$ cat src/rtl/icache_responder_if.sv
// Instruction-side bus of the cache: datapath fetch port, memory-controller
// fill port and the hit/miss statistics counters.
interface icache_responder_if;
   logic        imemREN;
   logic [31:0] imemaddr;
   logic        ihit;
   logic [31:0] imemload;
   logic        iREN;
   logic [31:0] iaddr;
   logic        iwait;
   logic [31:0] iload;
   logic [31:0] hit_count;
   logic [31:0] miss_count;

   // Cache side: answers fetches and issues fills
   modport slave (
      input  imemREN, imemaddr, iwait, iload,
      output ihit, imemload, iREN, iaddr, hit_count, miss_count
   );

   // Datapath / memory-controller side
   modport master (
      output imemREN, imemaddr, iwait, iload,
      input  ihit, imemload, iREN, iaddr, hit_count, miss_count
   );
endinterface

$ cat src/rtl/icache_responder.sv
// Direct-mapped, read-only instruction cache with one-word frames.
// Hits are answered combinationally in IDLE; a miss launches a single-word
// fill that always runs to completion before returning to IDLE.
module icache_responder #(
   parameter int unsigned NSETS = 16,
   parameter int unsigned TAGW  = 32 - $clog2(NSETS) - 2
) (
   input  logic               CLK,
   input  logic               nRST,
   icache_responder_if.slave  bus
);
   localparam int unsigned IDXW = $clog2(NSETS);

   typedef enum logic {IDLE, FILL} state_e;

   state_e            state_q, state_d;
   logic [NSETS-1:0]  valid_q, valid_d;
   logic [TAGW-1:0]   tag_q  [NSETS];
   logic [31:0]       data_q [NSETS];
   logic              iren_q, iren_d;
   logic [31:0]       iaddr_q, iaddr_d;
   logic [31:0]       hit_cnt_q, hit_cnt_d;
   logic [31:0]       miss_cnt_q, miss_cnt_d;

   logic [TAGW-1:0]   req_tag, fill_tag;
   logic [IDXW-1:0]   req_idx, fill_idx;
   logic              hit, fill_done;

   assign req_tag  = bus.imemaddr[31:IDXW+2];
   assign req_idx  = bus.imemaddr[IDXW+1:2];
   assign fill_tag = iaddr_q[31:IDXW+2];
   assign fill_idx = iaddr_q[IDXW+1:2];

   assign hit       = (state_q == IDLE) && bus.imemREN && valid_q[req_idx]
                      && (tag_q[req_idx] == req_tag);
   assign fill_done = (state_q == FILL) && !bus.iwait;

   // Next-state, fill request and statistics counters
   always_comb begin
      state_d    = state_q;
      valid_d    = valid_q;
      iren_d     = iren_q;
      iaddr_d    = iaddr_q;
      hit_cnt_d  = hit_cnt_q;
      miss_cnt_d = miss_cnt_q;
      case (state_q)
         IDLE: begin
            if (hit) begin
               hit_cnt_d = hit_cnt_q + 32'd1;
            end else if (bus.imemREN) begin
               iaddr_d    = {bus.imemaddr[31:2], 2'b00};
               iren_d     = 1'b1;
               miss_cnt_d = miss_cnt_q + 32'd1;
               state_d    = FILL;
            end
         end
         FILL: begin
            if (!bus.iwait) begin
               valid_d[fill_idx] = 1'b1;
               iren_d            = 1'b0;
               state_d           = IDLE;
            end
         end
         default: state_d = IDLE;
      endcase
   end

   // Control state; reset also invalidates every frame and aborts a fill
   always_ff @(posedge CLK or negedge nRST) begin
      if (!nRST) begin
         state_q    <= IDLE;
         valid_q    <= '0;
         iren_q     <= 1'b0;
         iaddr_q    <= '0;
         hit_cnt_q  <= '0;
         miss_cnt_q <= '0;
      end else begin
         state_q    <= state_d;
         valid_q    <= valid_d;
         iren_q     <= iren_d;
         iaddr_q    <= iaddr_d;
         hit_cnt_q  <= hit_cnt_d;
         miss_cnt_q <= miss_cnt_d;
      end
   end

   // Tag/data arrays: contents are qualified by valid_q, so no reset needed
   always_ff @(posedge CLK) begin
      if (fill_done) begin
         tag_q[fill_idx]  <= fill_tag;
         data_q[fill_idx] <= bus.iload;
      end
   end

   assign bus.ihit       = hit;
   assign bus.imemload   = hit ? data_q[req_idx] : '0;
   assign bus.iREN       = iren_q;
   assign bus.iaddr      = iaddr_q;
   assign bus.hit_count  = hit_cnt_q;
   assign bus.miss_count = miss_cnt_q;
endmodule

$ cat src/flat_wrapper.sv
// flat-port wrapper written by rule: the top's interface ports become plain ports
module icache_responder_flat 
#(
   parameter int unsigned NSETS = 16,
   parameter int unsigned TAGW  = 32 - $clog2(NSETS) - 2
)
  (CLK, nRST, bus_imemREN, bus_imemaddr, bus_iwait, bus_iload, bus_ihit, bus_imemload, bus_iREN, bus_iaddr, bus_hit_count, bus_miss_count);
  icache_responder_if bus_i ();
  input  logic CLK;
  input  logic nRST;
  input wire logic [$bits(bus_i.imemREN)-1:0] bus_imemREN;
  input wire logic [$bits(bus_i.imemaddr)-1:0] bus_imemaddr;
  input wire logic [$bits(bus_i.iwait)-1:0] bus_iwait;
  input wire logic [$bits(bus_i.iload)-1:0] bus_iload;
  output wire logic [$bits(bus_i.ihit)-1:0] bus_ihit;
  output wire logic [$bits(bus_i.imemload)-1:0] bus_imemload;
  output wire logic [$bits(bus_i.iREN)-1:0] bus_iREN;
  output wire logic [$bits(bus_i.iaddr)-1:0] bus_iaddr;
  output wire logic [$bits(bus_i.hit_count)-1:0] bus_hit_count;
  output wire logic [$bits(bus_i.miss_count)-1:0] bus_miss_count;
  assign bus_i.imemREN = bus_imemREN;
  assign bus_i.imemaddr = bus_imemaddr;
  assign bus_i.iwait = bus_iwait;
  assign bus_i.iload = bus_iload;
  assign bus_ihit = bus_i.ihit;
  assign bus_imemload = bus_i.imemload;
  assign bus_iREN = bus_i.iREN;
  assign bus_iaddr = bus_i.iaddr;
  assign bus_hit_count = bus_i.hit_count;
  assign bus_miss_count = bus_i.miss_count;
  icache_responder #(.NSETS(NSETS), .TAGW(TAGW)) u_core (.CLK(CLK), .nRST(nRST), .bus(bus_i));
endmodule
$ cat config.mk
export PLATFORM = sky130hd
export DESIGN_NAME = icache_responder_flat
export DESIGN_NICKNAME = d
export VERILOG_FILES = /design/src/rtl/icache_responder_if.sv /design/src/rtl/icache_responder.sv /design/src/flat_wrapper.sv
export SDC_FILE = /design/constraint.sdc
export NUM_CORES = 1
export LEC_CHECK = 0
export CAP_MARGIN = 20
export CORE_MARGIN = 5
export CORE_UTILIZATION = 45
export DETAILED_ROUTE_END_ITERATION = 8
export HOLD_SLACK_MARGIN = 0.05
export PLACE_DENSITY_LB_ADDON = 0.3
export SLEW_MARGIN = 20
export SYNTH_ARGS = -nofsm -noshare
export SYNTH_HDL_FRONTEND = slang
export SYNTH_SLANG_ARGS = --single-unit
$ cat constraint.sdc
create_clock -name CLK -period 7.3 [get_ports CLK]
set_clock_uncertainty 0.05 [all_clocks]
set_input_delay 1.46 -clock CLK [delete_from_list [all_inputs] [get_ports CLK]]
set_output_delay 1.46 -clock CLK [all_outputs]
set_load 0.1 [all_outputs]
* After elaboration in Yosys (flattened, before gate mapping) *
Memories as Yosys holds them, arrays and structs flattened.
Cells that the tools add are included.

storage, ports and cells
  bits of input ports = 68
  memories kept = 2
  word-level logic and storage cells = 46
  flip-flop bits (word level) = 112
  ROM bits = 0
  latch bits = 0
  output and inout port bits = 130
  memory bits (writable) = 928

cells by class
  reduce and logical (&&, ||, !) cells = 10
  bitwise operators = 4
  order comparisons = 3
  add/sub/neg operators = 2
  divide/modulo/power cells = 0
  muxes and demuxes = 15
  shift-type cells = 0
  multipliers = 0
  eq/ne operators = 4

memory list
  name           words  width  rd ports  clocked after Yosys merged registers in  wr ports  RTL line                RTL
  u_core.data_q  16     32     1         0                                        1         icache_responder.sv:19  logic [31:0] data_q [NSETS];
  u_core.tag_q   16     26     1         0                                        1         icache_responder.sv:18  logic [TAGW-1:0] tag_q [NSETS];

operator list
  kind                     count
  $add A32 B1 Y32 const B  2
  $mux W32                 1
  $eq A26 B26 Y1           1
  $or A16 B16 Y16          1
  $lt A4 B5 Y1 const B     2
  $mux W1                  10
  $ne A2 B2 Y1 const B     3
  $reduce_and A3 Y1        2
  $logic_and A1 B1 Y1      5
  $bmux W1 S4              1
  $demux W1 S4             1
  $ge A4 B1 Y1 const B     1
  $pmux W1 S2              2
  $reduce_and A2 Y1        2
  $not A1 Y1               3
  $logic_not A1 Y1         1

* Depth between registers and ports, before layout *
Gate-level depths: netlist (run 1).

  word-level depth = 6
  gate-level depth with buffers = 16
  gate-level depth less buffers = 9

* Least setup slack after synthesis (run 1) *
OpenSTA, ideal clock, no wires.

  path type = input -> output
  start point = in bus_imemaddr[4]
  end point = out bus_imemload[23]
  setup slack = 0.043 ns
  cell stages on the path = 13
  data required time = 5.790 ns
  arrival time = 5.747 ns
  cell sequence = buf_1 buf_1 mux4_2 mux2i_1 mux2i_1 xor2_1 nor4_1 nand4_1 or4_1 buf_2 buf_6 clkbuf_1 nor2b_1

between the ends
  longest elaborated chain between the ends = 5

ends and longest elaborated chain
  element                                                                  RTL line                RTL
  from (decl)                                                              flat_wrapper.sv:12      input wire logic [$bits(bus_i.imemaddr)-1:0] bus_imemaddr;
  parallel branches: the longest is 4 deep, another holds $mem_v2 Z16 W26  -
  $mux W32 *                                                               icache_responder.sv:96  assign bus.imemload = hit ? data_q[req_idx] : '0;
  to (decl)                                                                flat_wrapper.sv:16      output wire logic [$bits(bus_i.imemload)-1:0] bus_imemload;

Mark *: on every way between the ends. The select of a mux whose other input is x is not followed.

* Final worst setup path (run 1) *
  start point = in bus_imemaddr[2]
  end point = out bus_imemload[28]

Same word-level chain as after synthesis.

==> results.cfg, run 1 <==
[run_status]
outcome = finished clean

[placed_design]
dpl.hpwl_mm = 49.9
port_buffers = 193
place_congestion = 0.769
place_inst = 3213
dpl_cell_area_mm2 = 0.0445

[drt]
first_pass_iters = 5
drt-vias-per-instance = 5.72
vias = 19520
postRouteAntennaNets = 0
wl_per_cell_um = 26.8
routed_wl_mm = 91.5
drtIter0Drc = 1454
drc = 0

[sta]
rsz0062_at_grt = no
period_minus_slack_ps = 6860
hold_viol = 0
finalSetupViolCount = 0
drv_slew = 0
worst_pin_slew_ps = 1120
fmax_mhz = 146
setup_tns_ps = 0
period_share = 0.939
slew_headroom = 0.253
hold_slack_ps = 414

[synth]
ys_ff_latch = 1040
netlist_area_mm2 = 0.0405
synthFlopType = edfxtp_1
synth.distinct_cells = 55
synth_top_cell_by_area = edfxtp_1
ys_async_sr_fraction = 0.108
ys_seq_area_frac = 0.758
synthTopCellsByArea = edfxtp_1 (69%), mux4_2 (15%), dfrtp_1 (6.9%)
syn_avg_cell_area_um2 = 21.7
synth_edf_count = 928
yosysWarnings = 0
syn_inst = 1869
yosysTopAreaCellShare = 0.688

[global_routing]
grt_usage = 0.191
top_usage_layer = met2
grt_pass1_wl_mm = 136
grt_start_max_net_pins = 94
grt_use_met2 = 0.319
use_met3 = 0.0359
antenna_found_initial = 7
grt_pass1_vias = 20641
grt.overflow.total = 0
grtUsageMet1 = 0.263

[cells_and_area]
final_nets = 2213
final_area_mm2 = 0.0480
area.sequential_mm2 = 0.0307
drive_gt1_frac = 0.276
fin_cells = 3411
n_fill_cell = 6740
syn_to_final_growth_pct = 18.5
multi_input_area_mm2 = 0.00943

[clock_tree]
cts_hold_buf = 0
post_cts.repair.setup_buffers = 0
cts_sinks = 1040
tritoncts = built
cts_inserted_buffers = 104
root_buffer = clkbuf_16
h-tree-depth = 3
clockBufferDepth = 3
cts-resized-gates = 0
clk_latency_ps = 670
clk_pin_slew_ps = 60

[critical_path]
cp.arrival_ps = 5350
timing.rr.start = u_core.tag_q[2][9]
cp_slowest_cell = or4_4
path_cells = buf_8 > mux4_2 > mux2_4 > a221oi_2 > xnor2_1 > nor4_2 > nand4_1 > or4_4 > buf_4 > nor2b_1 > buf_12
cp-startpoint = bus_imemaddr[2]
critPathRequiredTime_ps = 5790
worstSetupStartpointType = primary input
critical_path_class = primary input to output port
slowest_delay_ps = 780
path_max_fanout = 32
worstSetupEndpointType = output port

[pwr]
p_total_mw = 13.7
power.density_mw_per_mm2 = 286
vdd_drop_max_v = 0.000211
leakage_nw = 15.8

[hold_path]
worstHoldStart = u_core.valid_q[0]
hp-class = flop to flop

[floorplan]
core_mm2 = 0.0896
die_width_um = 310
start_util = 0.452
die_area_mm2 = 0.0961
num_rows = 110
die_h_um = 310
ios = 198

[run]
cap_violations = 0
power by group:
group | internal [mW] | switching [mW] | total (mW) | leakage [nW]
Sequential | 6.85 | 0.226 | 7.08 | 9.78
Clock | 3.10 | 2.22 | 5.32 | 1.67
Combinational | 0.463 | 0.880 | 1.34 | 4.36
flip-flops by register name, indices dropped and copies added (netlist names):
name and cells:
u_core.valid_q 16, u_core.state_q 1, u_core.tag_q 416, u_core.bus.hit_count 32
u_core.bus.miss_count 32, u_core.bus.iaddr 30, u_core.bus.iREN 1, u_core.data_q 512
logic make-up after synthesis:
kind of cell,count (synthesis),synth area share
compound gates,30,0.00553
other cells,1,0.0000926
flops,1040,0.758
mux,347,0.170
xor+xnor,94,0.0203
fa+ha+maj,2,0.000618
buf+inv,106,0.0124
simple gates,249,0.0337
worst max-delay path: cells and delay by family:
family / cells / cell delay (ps)
simple gates: 4 / 1750
mux: 2 / 860
buf+inv: 3 / 790
compound gates: 1 / 280
xor+xnor: 1 / 120
placed cells by master (no fill, tap or decap), types with 36 or more instances in the layout:
master / n
edfxtp_1: 928
buf_12: 39
xor2_1: 42
clkdlybuf4s50_1: 155
mux2i_1: 37
buf_4: 62
mux2_2: 42
nor2b_1: 36
dfrtp_1: 112
clkbuf_16: 106
mux4_2: 267
xnor2_1: 52
cell usage after synthesis, drive strengths merged, types with 2 or more instances:
| master | count |
|---|---|
| nor2 | 31 |
| ha | 2 |
| nor3 | 26 |
| nor4 | 11 |
| nand4 | 22 |
| xnor2 | 52 |
| clkbuf | 44 |
| xor2 | 42 |
| edfxtp | 928 |
| and3 | 20 |
| or2 | 17 |
| buf | 51 |
| nor3b | 2 |
| or3 | 4 |
| and2 | 5 |
| o211ai | 3 |
| a22oi | 3 |
| nand3 | 27 |
| o21ai | 2 |
| mux2i | 37 |
| inv | 10 |
| mux2 | 43 |
| mux4 | 267 |
| nor2b | 36 |
| o22ai | 8 |
| and4 | 2 |
| nand2b | 6 |
| dfrtp | 112 |
| a21oi | 3 |
| nand2 | 36 |
final timing paths:
kind	cells after the start	slack [ps]	to
setup / recovery	11	440	bus_imemload[28]
hold / removal	1	410	u_core.valid_q[0]
setup reg to reg	11	2900	u_core.bus.iaddr[31]
hold reg to reg	1	410	u_core.valid_q[0]
max in group asynchronous	2	5240	u_core.bus.hit_count[12]
min in group asynchronous	1	780	u_core.bus.hit_count[19]
area by class of cell:
class                      instances  share of cell area
timing repair buffer             262              0.0605
tap                             1176              0.0307
clock buffer                     132              0.0580
antenna                            3            0.000157
inverter                          11            0.000861
clock inverter                    63              0.0137
sequential                      1040               0.639
multi-input combinational        724               0.197
metal layers:
metal,share of wire,routed length [um],vias up
li1,-,-,8243
met1,0.41,37200,10492
met2,0.50,46000,645
met3,0.065,5990,132
met4,0.025,2270,8
met5,0.00066,60,-
metrics by stage:
stage	worst slack, ps	util
after CTS	364	0.535
after global routing	161	0.535
after detailed placement	371	0.497
after floorplan	43.4	-
after global placement	385	0.496
final	442	0.535
Power figures use the tool's default switching activity.
==> inputs of run 2 (changes only) <==
--- a/config.mk
+++ b/config.mk
@@ -9,6 +9,7 @@
 export CORE_MARGIN = 5
 export CORE_UTILIZATION = 45
 export DETAILED_ROUTE_END_ITERATION = 8
+export GPL_ROUTABILITY_DRIVEN = 0
 export HOLD_SLACK_MARGIN = 0.05
 export PLACE_DENSITY_LB_ADDON = 0.3
 export SLEW_MARGIN = 20
==> constraint.sdc (replaced) <==
create_clock -name CLK -period 7.3 [get_ports CLK]
set_clock_uncertainty 0.05 [all_clocks]
set_input_delay 2.19 -clock CLK [delete_from_list [all_inputs] [get_ports CLK]]
set_output_delay 2.19 -clock CLK [all_outputs]
set_load 0.1 [all_outputs]
==> results.cfg, run 2 (same netlist as run 1, synthesis figures left out) <==
[cells_and_area]
drive_gt1_frac = 0.302
top_regs = u_core.data_q (512), u_core.tag_q (416)
mostFrequentLayoutCell = edfxtp_1
fin_cells = 3438
diodes = 0
largest_reg_flops = 512
multi_input_area_mm2 = 0.00974
largest-register = u_core.data_q
n_fill_cell = 6634
most-common-layout-cells = edfxtp_1 (928), mux4_2 (267), clkdlybuf4s50_1 (155), dfrtp_1 (112), clkbuf_16 (104)
postLayoutCoreUtil = 0.543
final_nets = 2250
final_area_mm2 = 0.0487
area.sequential_mm2 = 0.0307
syn_to_final_growth_pct = 20.2

[placed_design]
preCtsSetupSlack_ps = -705
place_inst = 3241
dpl.hpwl_mm = 51.6
port_buffers = 193
dpl_cell_area_mm2 = 0.0451

[clock_tree]
h-tree-depth = 3
root_buffer = clkbuf_16
cts_sinks = 1040
clk_pin_slew_ps = 60
clk_latency_ps = 650
clockBufferDepth = 3
tritoncts = built
cts_inserted_buffers = 102
cts_hold_buf = 0

[global_routing]
grt_usage = 0.195
grt_pass1_vias = 20475
grt_pass1_wl_mm = 138
grt_start_max_net_pins = 90
grt.overflow.total = 0
antenna_found_initial = 3

[sta]
worst_pin_slew_ps = 1130
period_minus_slack_ps = 7750
period_share = 1.06
finalWorstSetupSlack_ps = -447
slew_headroom = 0.242
hold_viol = 0
finalSetupViolCount = 33
hold_slack_ps = 416
fmax_mhz = 129
rsz0062_at_grt = yes
drv_slew = 0
setup_tns_ps = -13370

[drt]
wl_met3_mm = 6.92
dr_wl_met2_mm = 46.8
first_pass_iters = 7
postRouteAntennaNets = 0
drtIter0Drc = 1910
wl_per_cell_um = 27.3
drt-vias-per-instance = 5.76
m1WireLength_mm = 38.7
routed_wl_mm = 93.9
dr.max_layer_used = met5
vias = 19788
drc = 0

[critical_path]
rr_worst_depth = 11
critPathRequiredTime_ps = 5060
path_max_fanout = 8
path_cells = buf_16 > mux4_2 > mux4_2 > xor2_1 > nor4_2 > buf_4 > nand4_1 > or4_4 > buf_12 > buf_16 > nor2b_4 > buf_12
path_depth = 12
cp_slowest_cell = or4_4
cp.arrival_ps = 5510
slowest_delay_ps = 670
crit_buf_inv = 5
worstSetupEndpointType = output port
critical_path_class = primary input to output port
worstSetupStartpointType = primary input
cp_top_family = simple AND/OR/NAND/NOR gates

[pwr]
power.density_mw_per_mm2 = 278
leakage_nw = 16.2
vdd_drop_max_v = 0.000196
p_total_mw = 13.5

[floorplan]
core_mm2 = 0.0896
start_util = 0.452
die_area_mm2 = 0.0961
num_rows = 110
die_h_um = 310
ios = 198
die_width_um = 310

[run_status]
violations = negative setup slack
outcome = finished, violations left

[hold_path]
holdPathStages = 1
hp-class = flop to flop

[run]
cap_violations = 0
[run 2: cell count changes in the layout (fill, tap and decap cells not counted), moves of 3 or more]
cell       delta
nor2b_1      -32
nor2b_4      +32
buf_12       +17
buf_4        +13
clkinv_1      +8
buf_16        +6
clkinv_2      -6
bufinv_16     -4
diode_2       -3
[run 2: path summary, 6_finish.rpt]
kind                                       from                        end  slack, ps
max                             bus_imemaddr[2]           bus_imemload[29]       -450
min                          u_core.valid_q[14]         u_core.valid_q[14]        420
max reg2reg                u_core.tag_q[12][12]   u_core.bus.hit_count[22]       3120
min reg2reg                  u_core.valid_q[14]         u_core.valid_q[14]        420
max in group asynchronous                  nRST        u_core.bus.iaddr[7]       5060
min in group asynchronous                  nRST  u_core.bus.miss_count[27]       1520
[run 2: report_power, final]
group | internal (mW) | switching [mW]
sequential | 6.85 | 0.229
clock | 2.88 | 2.17
combinational | 0.510 | 0.898
total | 10.2 | 3.29
[run 2: what timing repair did]
action / in CTS / in global routing
pin swaps: 8 / 4
buffers inserted: 4 / 0
resized for setup: 25 / 4
setup endpoints to repair: 33 / 33
cloned: 5 / 0
[run 2: worst reg2reg max path, stage by stage (launching register included)]
cell and delay (ps):
edfxtp_1 390, mux4_2 490, mux4_2 480, xor2_1 160, nor4_2 280, buf_4 170, nand4_1 200, or4_4 670
buf_6 250, buf_4 310, nor4_1 450, xor2_1 200
[run 2: per-layer routing]
metal,vias up,track usage
met5,-,0
met4,4,0.0432
met3,97,0.0346
met2,777,0.324
met1,10590,0.275
li1,8320,-
[run 2: area by class of cell]
| class | instances | share of cell area |
|---|---|---|
| clock buffers | 130 | 0.0559 |
| multi-input cells | 724 | 0.200 |
| well taps | 1176 | 0.0302 |
| clock inverters | 56 | 0.00974 |
| flip-flops and latches | 1040 | 0.630 |
| repair buffers | 301 | 0.0732 |
| inverters | 11 | 0.000925 |
==> inputs of run 3 (changes only) <==
--- a/config.mk
+++ b/config.mk
@@ -9,6 +9,7 @@
 export CORE_MARGIN = 5
 export CORE_UTILIZATION = 45
 export DETAILED_ROUTE_END_ITERATION = 8
+export DONT_BUFFER_PORTS = 1
 export GPL_ROUTABILITY_DRIVEN = 0
 export HOLD_SLACK_MARGIN = 0.05
 export PLACE_DENSITY_LB_ADDON = 0.3
==> results.cfg, run 3 (same netlist as run 1, synthesis figures left out) <==
[cells_and_area]
multi_input_area_mm2 = 0.00971
largest-register = u_core.data_q
top_regs = u_core.data_q (512), u_core.tag_q (416)
drive_gt1_frac = 0.310
syn_to_final_growth_pct = 15.1
n_fill_cell = 6830
largest_reg_flops = 512
mostFrequentLayoutCell = edfxtp_1
final_area_mm2 = 0.0466
final_nets = 2064
area.sequential_mm2 = 0.0307
most-common-layout-cells = edfxtp_1 (928), mux4_2 (267), dfrtp_1 (112), clkbuf_16 (108), buf_4 (72)

[hold_path]
worstHoldStart = u_core.valid_q[3]
hold_end = u_core.valid_q[3]
hp-class = flop to flop
holdPathStages = 1

[critical_path]
timing.rr.start = u_core.tag_q[15][9]
worstSetupEndpointType = output port
cp.arrival_ps = 5510
path_cells = mux4_2 > mux2_4 > a221oi_4 > xnor2_2 > nor4_4 > nand4_1 > or4_4 > clkbuf_16 > nor2b_4 > buf_12
rr_endpoint = u_core.bus.iaddr[15]
slowest_delay_ps = 730
path_max_fanout = 223
critPathRequiredTime_ps = 5060
worstSetupStartpointType = primary input
ff2ff_setup_slack_ps = 2860
rr_worst_depth = 12
cp_slowest_cell = or4_4
critical_path_class = primary input to output port

[drt]
drc = 0
vias = 18849
first_pass_iters = 5
wl_per_cell_um = 27.8
drt-vias-per-instance = 5.78
drtIter0Drc = 1666
postRouteAntennaNets = 0
routed_wl_mm = 90.8

[global_routing]
grt.overflow.total = 0
antenna_found_initial = 1
grt_pass1_vias = 19635
grt_start_max_net_pins = 224
grt_usage = 0.187
grt_pass1_wl_mm = 132

[clock_tree]
cts_inserted_buffers = 103
clk_latency_ps = 670
cts_sinks = 1040
clockBufferDepth = 3
root_buffer = clkbuf_16
tritoncts = built
cts_hold_buf = 0
clk_pin_slew_ps = 60
h-tree-depth = 3

[sta]
hold_viol = 0
fmax_mhz = 129
period_share = 1.06
finalWorstSetupSlack_ps = -445
rsz0062_at_grt = yes
setup_tns_ps = -14080
finalSetupViolCount = 33
drv_slew = 0
slew_headroom = 0.271
worst_pin_slew_ps = 1090
period_minus_slack_ps = 7750

[placed_design]
preCtsSetupSlack_ps = -301
dpl.hpwl_mm = 46.8
port_buffers = 0
dpl_cell_area_mm2 = 0.0432

[run_status]
violations = negative setup slack
outcome = finished, violations left

[floorplan]
core_mm2 = 0.0896
num_rows = 110
die_width_um = 310
die_h_um = 310
ios = 198
die_area_mm2 = 0.0961
start_util = 0.452

[pwr]
power.density_mw_per_mm2 = 286
p_total_mw = 13.3
vdd_drop_max_v = 0.000198
leakage_nw = 15.3

[run]
cap_violations = 0
-- run 3: cell types whose count changed in the layout (fill, tap and decap cells not counted), sizes merged --
| cell | before | now |
|---|---|---|
| clkdlybuf4s50 | 155 | 0 |
| buf | 145 | 112 |
| clkbuf | 130 | 144 |
| clkinv | 40 | 36 |
| diode | 0 | 3 |
| inv | 14 | 12 |
| bufbuf | 1 | 0 |
-- run 3: cell type report --
| type | count | area share |
|---|---|---|
| sequential | 1040 | 0.658 |
| antenna | 3 | 0.000161 |
| clock inverter | 50 | 0.00953 |
| timing repair buffer | 114 | 0.0300 |
| inverter | 11 | 0.000967 |
| tap | 1176 | 0.0316 |
| multi-input combinational | 724 | 0.208 |
| clock buffer | 142 | 0.0611 |
-- run 3: worst max path at each step --
stage	start	end	slack, ps	cells after the start
5_1_grt	bus_imemaddr[2]	bus_imemload[4]	-400	10
3_3_place_gp	bus_imemaddr[2]	bus_imemload[22]	-290	9
3_5_place_dp	bus_imemaddr[2]	bus_imemload[26]	-300	9
2_1_floorplan	bus_imemaddr[2]	bus_imemload[23]	-260	12
6_report	bus_imemaddr[2]	bus_imemload[9]	-450	10
4_1_cts	bus_imemaddr[2]	bus_imemload[26]	-270	9
-- run 3: layer usage --
layer | part of all wire | track usage | up-vias
met5 | 0 | 0 | -
met2 | 0.50 | 0.314 | 618
met3 | 0.081 | 0.0423 | 108
met4 | 0.017 | 0.0430 | 0
li1 | - | - | 7956
met1 | 0.40 | 0.254 | 10167
-- run 3: where the power goes --
group / leakage (nW) / switching, mW / internal, mW
logic: 3.96 / 0.636 / 0.389
clock network: 1.60 / 2.18 / 2.97
registers: 9.78 / 0.314 / 6.85
total: 15.3 / 3.13 / 10.2
-- run 3: what timing repair did --
action	4_1_cts	5_1_grt
buffers inserted	0	1
pin swaps	1	5
setup endpoints to repair	33	33
gates cloned	0	3
gates resized for setup	0	8
-- run 3: through the flow --
stage               cells   util  hold WS, ps
finish               3260  0.520          416
global route         3257  0.520          426
CTS                  3253  0.519          416
detailed placement   3061  0.482          398
global placement     3059  0.481          396
floorplan            1870      -          384
-- run 3: worst max-delay path, delay by kind of cell --
kind                   cells  cell delay, ps
XOR/XNOR                   1             130
multiplexers               2             870
AND/OR/NAND/NOR            4            1380
AO/OA/AOI/OAI              1             260
buffers and inverters      2             430
